### src/rtl/program_counter_if.sv
// Fetch-address bus between the sequencer (master) and the program counter (slave).
interface program_counter_if #(
  parameter int unsigned ADDR_SIZE   = 19,
  parameter int unsigned STACK_DEPTH = 8
);
  localparam int unsigned CNT_W = $clog2(STACK_DEPTH) + 1;

  logic                 stall;
  logic                 jump;
  logic                 call;
  logic                 ret;
  logic                 clear_err;
  logic [ADDR_SIZE-1:0] in_address;
  logic [ADDR_SIZE-1:0] out_address;
  logic                 pc_valid;
  logic [CNT_W-1:0]     stack_count;
  logic                 stack_overflow;
  logic                 stack_underflow;

  modport master (
    output stall, jump, call, ret, clear_err, in_address,
    input  out_address, pc_valid, stack_count, stack_overflow, stack_underflow
  );

  modport slave (
    input  stall, jump, call, ret, clear_err, in_address,
    output out_address, pc_valid, stack_count, stack_overflow, stack_underflow
  );
endinterface

### src/rtl/program_counter.sv
// Fetch-address register with priority ret > call > jump > increment.
// Define PC_CALL_STACK_EN to build the return-address stack and its sticky error flags.
module program_counter #(
  parameter int unsigned          ADDR_SIZE    = 19,
  parameter int unsigned          STACK_DEPTH  = 8,
  parameter logic [ADDR_SIZE-1:0] RESET_VECTOR = '0
) (
  input  logic              clk,
  input  logic              rst,
  program_counter_if.slave  bus
);

  typedef enum logic {
    ST_INIT,
    ST_RUN
  } state_t;

  state_t               state;
  logic [ADDR_SIZE-1:0] pc_q;
  logic [ADDR_SIZE-1:0] pc_inc;
  logic                 active;

  assign pc_inc = pc_q + ADDR_SIZE'(1);
  assign active = (state == ST_RUN) && !bus.stall;

  assign bus.out_address = pc_q;
  assign bus.pc_valid    = (state == ST_RUN);

`ifdef PC_CALL_STACK_EN
  localparam int unsigned PTR_W = $clog2(STACK_DEPTH);
  localparam int unsigned CNT_W = PTR_W + 1;

  logic [ADDR_SIZE-1:0] stack_mem [STACK_DEPTH];
  logic [CNT_W-1:0]     count_q;
  logic [PTR_W-1:0]     top_idx;
  logic                 ovf_q;
  logic                 unf_q;
  logic                 full;
  logic                 empty;
  logic                 do_push;

  assign full    = (count_q == CNT_W'(STACK_DEPTH));
  assign empty   = (count_q == '0);
  // At full occupancy the low pointer bits are zero, so top_idx wraps to DEPTH-1.
  assign top_idx = count_q[PTR_W-1:0] - PTR_W'(1);

  always_comb begin
    do_push = active && !bus.ret && bus.call && !full;
  end

  // Storage needs no reset; occupancy alone decides which entries are live.
  always_ff @(posedge clk) begin
    if (do_push) begin
      stack_mem[count_q[PTR_W-1:0]] <= pc_inc;
    end
  end

  assign bus.stack_count     = count_q;
  assign bus.stack_overflow  = ovf_q;
  assign bus.stack_underflow = unf_q;
`else
  logic unused_ctrl;

  assign unused_ctrl         = &{1'b0, bus.ret, bus.clear_err};
  assign bus.stack_count     = '0;
  assign bus.stack_overflow  = 1'b0;
  assign bus.stack_underflow = 1'b0;
`endif

  always_ff @(posedge clk or posedge rst) begin
    if (rst) begin
      state   <= ST_INIT;
      pc_q    <= RESET_VECTOR;
`ifdef PC_CALL_STACK_EN
      count_q <= '0;
      ovf_q   <= 1'b0;
      unf_q   <= 1'b0;
`endif
    end else if (state == ST_INIT) begin
      // First edge out of reset only raises pc_valid; the reset vector is fetched once.
      state <= ST_RUN;
    end else begin
`ifdef PC_CALL_STACK_EN
      // Clear first so a same-edge overflow/underflow assignment below takes precedence.
      if (bus.clear_err) begin
        ovf_q <= 1'b0;
        unf_q <= 1'b0;
      end
      if (!bus.stall) begin
        if (bus.ret) begin
          if (empty) begin
            unf_q <= 1'b1;
          end else begin
            pc_q    <= stack_mem[top_idx];
            count_q <= count_q - CNT_W'(1);
          end
        end else if (bus.call) begin
          pc_q <= bus.in_address;
          if (full) begin
            ovf_q <= 1'b1;
          end else begin
            count_q <= count_q + CNT_W'(1);
          end
        end else if (bus.jump) begin
          pc_q <= bus.in_address;
        end else begin
          pc_q <= pc_inc;
        end
      end
`else
      if (!bus.stall) begin
        if (bus.call || bus.jump) begin
          pc_q <= bus.in_address;
        end else begin
          pc_q <= pc_inc;
        end
      end
`endif
    end
  end

endmodule

### src/flat_wrapper.sv
// flat-port wrapper written by rule: the top's interface ports become plain ports
module program_counter_flat 
#(
  parameter int unsigned          ADDR_SIZE    = 19,
  parameter int unsigned          STACK_DEPTH  = 8,
  parameter logic [ADDR_SIZE-1:0] RESET_VECTOR = '0
)
  (clk, rst, bus_stall, bus_jump, bus_call, bus_ret, bus_clear_err, bus_in_address, bus_out_address, bus_pc_valid, bus_stack_count, bus_stack_overflow, bus_stack_underflow);
  program_counter_if #(.ADDR_SIZE(ADDR_SIZE), .STACK_DEPTH(STACK_DEPTH)) bus_i ();
  input  logic clk;
  input  logic rst;
  input wire logic [$bits(bus_i.stall)-1:0] bus_stall;
  input wire logic [$bits(bus_i.jump)-1:0] bus_jump;
  input wire logic [$bits(bus_i.call)-1:0] bus_call;
  input wire logic [$bits(bus_i.ret)-1:0] bus_ret;
  input wire logic [$bits(bus_i.clear_err)-1:0] bus_clear_err;
  input wire logic [$bits(bus_i.in_address)-1:0] bus_in_address;
  output wire logic [$bits(bus_i.out_address)-1:0] bus_out_address;
  output wire logic [$bits(bus_i.pc_valid)-1:0] bus_pc_valid;
  output wire logic [$bits(bus_i.stack_count)-1:0] bus_stack_count;
  output wire logic [$bits(bus_i.stack_overflow)-1:0] bus_stack_overflow;
  output wire logic [$bits(bus_i.stack_underflow)-1:0] bus_stack_underflow;
  assign bus_i.stall = bus_stall;
  assign bus_i.jump = bus_jump;
  assign bus_i.call = bus_call;
  assign bus_i.ret = bus_ret;
  assign bus_i.clear_err = bus_clear_err;
  assign bus_i.in_address = bus_in_address;
  assign bus_out_address = bus_i.out_address;
  assign bus_pc_valid = bus_i.pc_valid;
  assign bus_stack_count = bus_i.stack_count;
  assign bus_stack_overflow = bus_i.stack_overflow;
  assign bus_stack_underflow = bus_i.stack_underflow;
  program_counter #(.ADDR_SIZE(ADDR_SIZE), .STACK_DEPTH(STACK_DEPTH), .RESET_VECTOR(RESET_VECTOR)) u_core (.clk(clk), .rst(rst), .bus(bus_i));
endmodule
### config.mk
export PLATFORM = sky130hd
export DESIGN_NAME = program_counter_flat
export DESIGN_NICKNAME = d
export VERILOG_FILES = /design/src/rtl/program_counter_if.sv /design/src/rtl/program_counter.sv /design/src/flat_wrapper.sv
export SDC_FILE = /design/constraint.sdc
export NUM_CORES = 1
export LEC_CHECK = 0
export ABC_AREA = 1
export CORE_MARGIN = 2
export CORE_UTILIZATION = 33
export DETAILED_ROUTE_END_ITERATION = 16
export HOLD_SLACK_MARGIN = 0.08
export PLACE_DENSITY_LB_ADDON = 0.1
export SLEW_MARGIN = 40
export SYNTH_ARGS = -nofsm -noshare
export SYNTH_HDL_FRONTEND = slang
export SYNTH_SLANG_ARGS = --single-unit
### constraint.sdc
create_clock -name clk -period 1.7 [get_ports clk]
set_clock_uncertainty 0.05 [all_clocks]
set_input_delay 0.51 -clock clk [delete_from_list [all_inputs] [get_ports clk]]
set_output_delay 0.51 -clock clk [all_outputs]
set_load 0.005 [all_outputs]
==> results.yml, run 1 <==
clock_tree:
  hold_buffers: 0
  numCtsBuffers: 3
  clock_latency_ns: 0.27
  htreeDepth: 1
  cts_tree: "built"
  cts_sinks: 20
  cts_root_buf: "clkbuf_8"
  clockBufferDepth: 2
  clkTransAtPathRegs_ns: 0.09
synth:
  synth_top_area_cell: "dfrtp_1"
  synth-edff-count: 0
  yosysUniqueCellTypes: 31
  synthAdderAreaFrac_pct: 0.856
  postSynth.asyncResetShare_pct: 100
  synth_top_family_by_area: "simple AND/OR/NAND/NOR gates"
  synthFlopType: "dfrtp_1"
  synthTopCellsByCount: "58 x nand2_1, 40 x nor2_1, 20 x dfrtp_1, 19 x inv_1, 13 x nand3_1"
  synth_compound_area_share_pct: 12.2
  synthMuxAreaShare_pct: 0
  synth-xor-area-share_pct: 1.80
  yosysMostFrequentCell: "nand2_1"
  synth_simple_gate_area_share_pct: 40.1
  synth.avg_cell_area_um2: 6.61
  ys_seq_area_share_pct: 34.2
  synthTopCellsByArea: "dfrtp_1 34%, nand2_1 15%, nor2_1 10%"
  syn_area_um2: 1460
  ys.warnings.count: 0
  synth.ff_latch_count: 20
  syn-instance-count: 221
  synth_top_area_share_pct: 34.2
setup_path:
  path_class: "flip-flop to output port"
  crit_chain: "clkdlybuf4s50_1"
  worst_setup_path_end_kind: "output port"
  critPathMaxFanout: 2
  arrival_ns: 1.12
  cp_top_family: "buffers and inverters"
  start_kind: "flip-flop"
  slowest_delay_ns: 0.50
  crit_required_ns: 1.14
  cpMaxStageDelayCell: "clkdlybuf4s50_1"
  worstPathBufferInverterCount: 1
pwr:
  ir_drop_mv: 0.305
  power.total_mw: 1.79
  p_leak_nw: 1.21
  power_density_nw_per_um2: 768
timing:
  fin_crit_ns: 1.68
  period_share_pct: 98.7
  setup_viol: 0
  setup_tns_ns: 0
  hold_viol: 0
  rsz0062_at_grt: "no"
  slew_violations: 0
  clock.fmax_mhz: 596
  hold_ws_ns: 0.523
floorplan:
  io_pins: 52
  start_util_pct: 33.8
  fp.dieW_um: 70.5
  num_rows: 24
  die_h_um: 70.5
  fp.dieArea_um2: 4980
  coreArea_um2: 4320
drt:
  totalWireLength_um: 4160
  routed_via_density: 4.70
  drtIter0Drc: 75
  first_pass_iters: 5
  drcViolationCount: 0
  wl_per_cell_um: 11.9
  vias: 1650
  ant_nets: 0
place:
  io_buffers: 43
  dp.cells: 326
  gp_congestion: 0.765
  dpl.hpwl_um: 3030
finish:
  fin_cells: 351
  diodes: 0
  area_growth_pct: 59.8
  num-nets-final: 327
  fill_cells: 450
  drive_gt1_share_pct: 20.7
grt:
  antenna_found_initial: 0
  overflow: 0
  grt_use_total_pct: 17.6
  grt_max_degree: 21
  grt_pass1_wl_um: 7040
  grt_pass1_vias: 1542
job:
  drv_cap: 0
hold_path:
  min_path_type: "input pin to asynchronous set/reset pin"
outcome:
  status: "finished clean"
[layer usage]
layer / vias up / routed length, um / global-route usage [%]
li1: 846 / - / -
met1: 748 / 1920 / 24.2
met2: 52 / 1930 / 28.8
met3: 4 / 256 / 2.28
met4: 0 / 51 / 5.66
met5: - / 0 / 0
[tightest hold or removal path: stages]
cell and delay [ns]:
clkdlybuf4s50_1 0.40, inv_1 0.05, buf_4 0.28
[layout make-up]
| type | count | area, um^2 | area share [%] |
|---|---|---|---|
| Multi-Input combinational cell | 174 | 867 | 37.1 |
| Timing Repair Buffer | 81 | 754 | 32.3 |
| Sequential cell | 20 | 500 | 21.4 |
| Inverter | 20 | 76.3 | 3.27 |
| Tap cell | 52 | 65.1 | 2.79 |
| Clock buffer | 3 | 41.3 | 1.77 |
| Clock inverter | 1 | 30.0 | 1.29 |
[power breakdown]
group          leakage [nW]  total [mW]  switching (mW)  internal, mW
Sequential            0.235       0.585          0.0392         0.546
Combinational         0.935       0.705           0.336         0.369
Clock                0.0357       0.503           0.188         0.315
[per-stage QoR]
stage / worst slack (ns) / instance area, um^2 / util [%]
after floorplan: 0.309 / 1480 / -
after global placement: -0.252 / 2050 / 47.5
after detailed placement: -0.262 / 2050 / 47.5
after CTS: 0.00171 / 2230 / 51.5
after global routing: 0.00116 / 2330 / 54.0
final: 0.0228 / 2330 / 54.0
[registers in the layout, indices dropped and copies added (netlist names)]
register and flops:
u_core.bus.out_address 19, u_core.bus.pc_valid 1
[repair_timing]
action                     in CTS  in global routing
setup endpoints to repair      17                 18
pin swaps                       0                  2
gates resized for setup         9                 19
buffers inserted               15                  6
[logic make-up after synthesis]
group | after synthesis
AND/OR/NAND/NOR | 131
other | 2
XOR/XNOR | 3
adder cells (fa/ha/maj) | 1
buffers and inverters | 32
flip-flops | 20
AO/OA/AOI/OAI | 32
[layout by cell type, fill, tap and decap left out, types with 3 or more instances in the layout]
| cell type | n |
|---|---|
| dlygate4sd2_1 | 9 |
| dlymetal6s2s_1 | 10 |
| nand3_1 | 13 |
| buf_4 | 36 |
| clkbuf_8 | 3 |
| dfrtp_1 | 20 |
| nor2_1 | 40 |
| o21ai_0 | 10 |
| inv_1 | 19 |
| o21ai_1 | 3 |
| clkdlybuf4s50_1 | 24 |
| conb_1 | 7 |
| nor2_4 | 4 |
| nand2_1 | 57 |
| a21oi_1 | 10 |
| nor2_2 | 3 |
| nand2_2 | 4 |
| o22ai_1 | 4 |
[worst paths after layout]
kind,startpoint,slack (ns),end,cells after the start
hold / removal,rst,0.52,u_core.bus.pc_valid,3
setup reg to reg,u_core.bus.out_address[1],0.16,u_core.bus.out_address[18],11
hold reg to reg,u_core.bus.out_address[18],0.54,u_core.bus.out_address[18],3
min in group clk,u_core.bus.out_address[18],0.54,u_core.bus.out_address[18],3
setup / recovery,u_core.bus.out_address[15],0.02,bus_out_address[15],1
max in group asynchronous,rst,0.84,u_core.bus.out_address[16],3
Power figures use the tool's default switching activity.
==> inputs of run 2 (changes only) <==
Settings changed: CAP_MARGIN set to 20.
==> results of run 2 <==
Same layout as run 1: the final DEF is identical, and so are final timing and power.
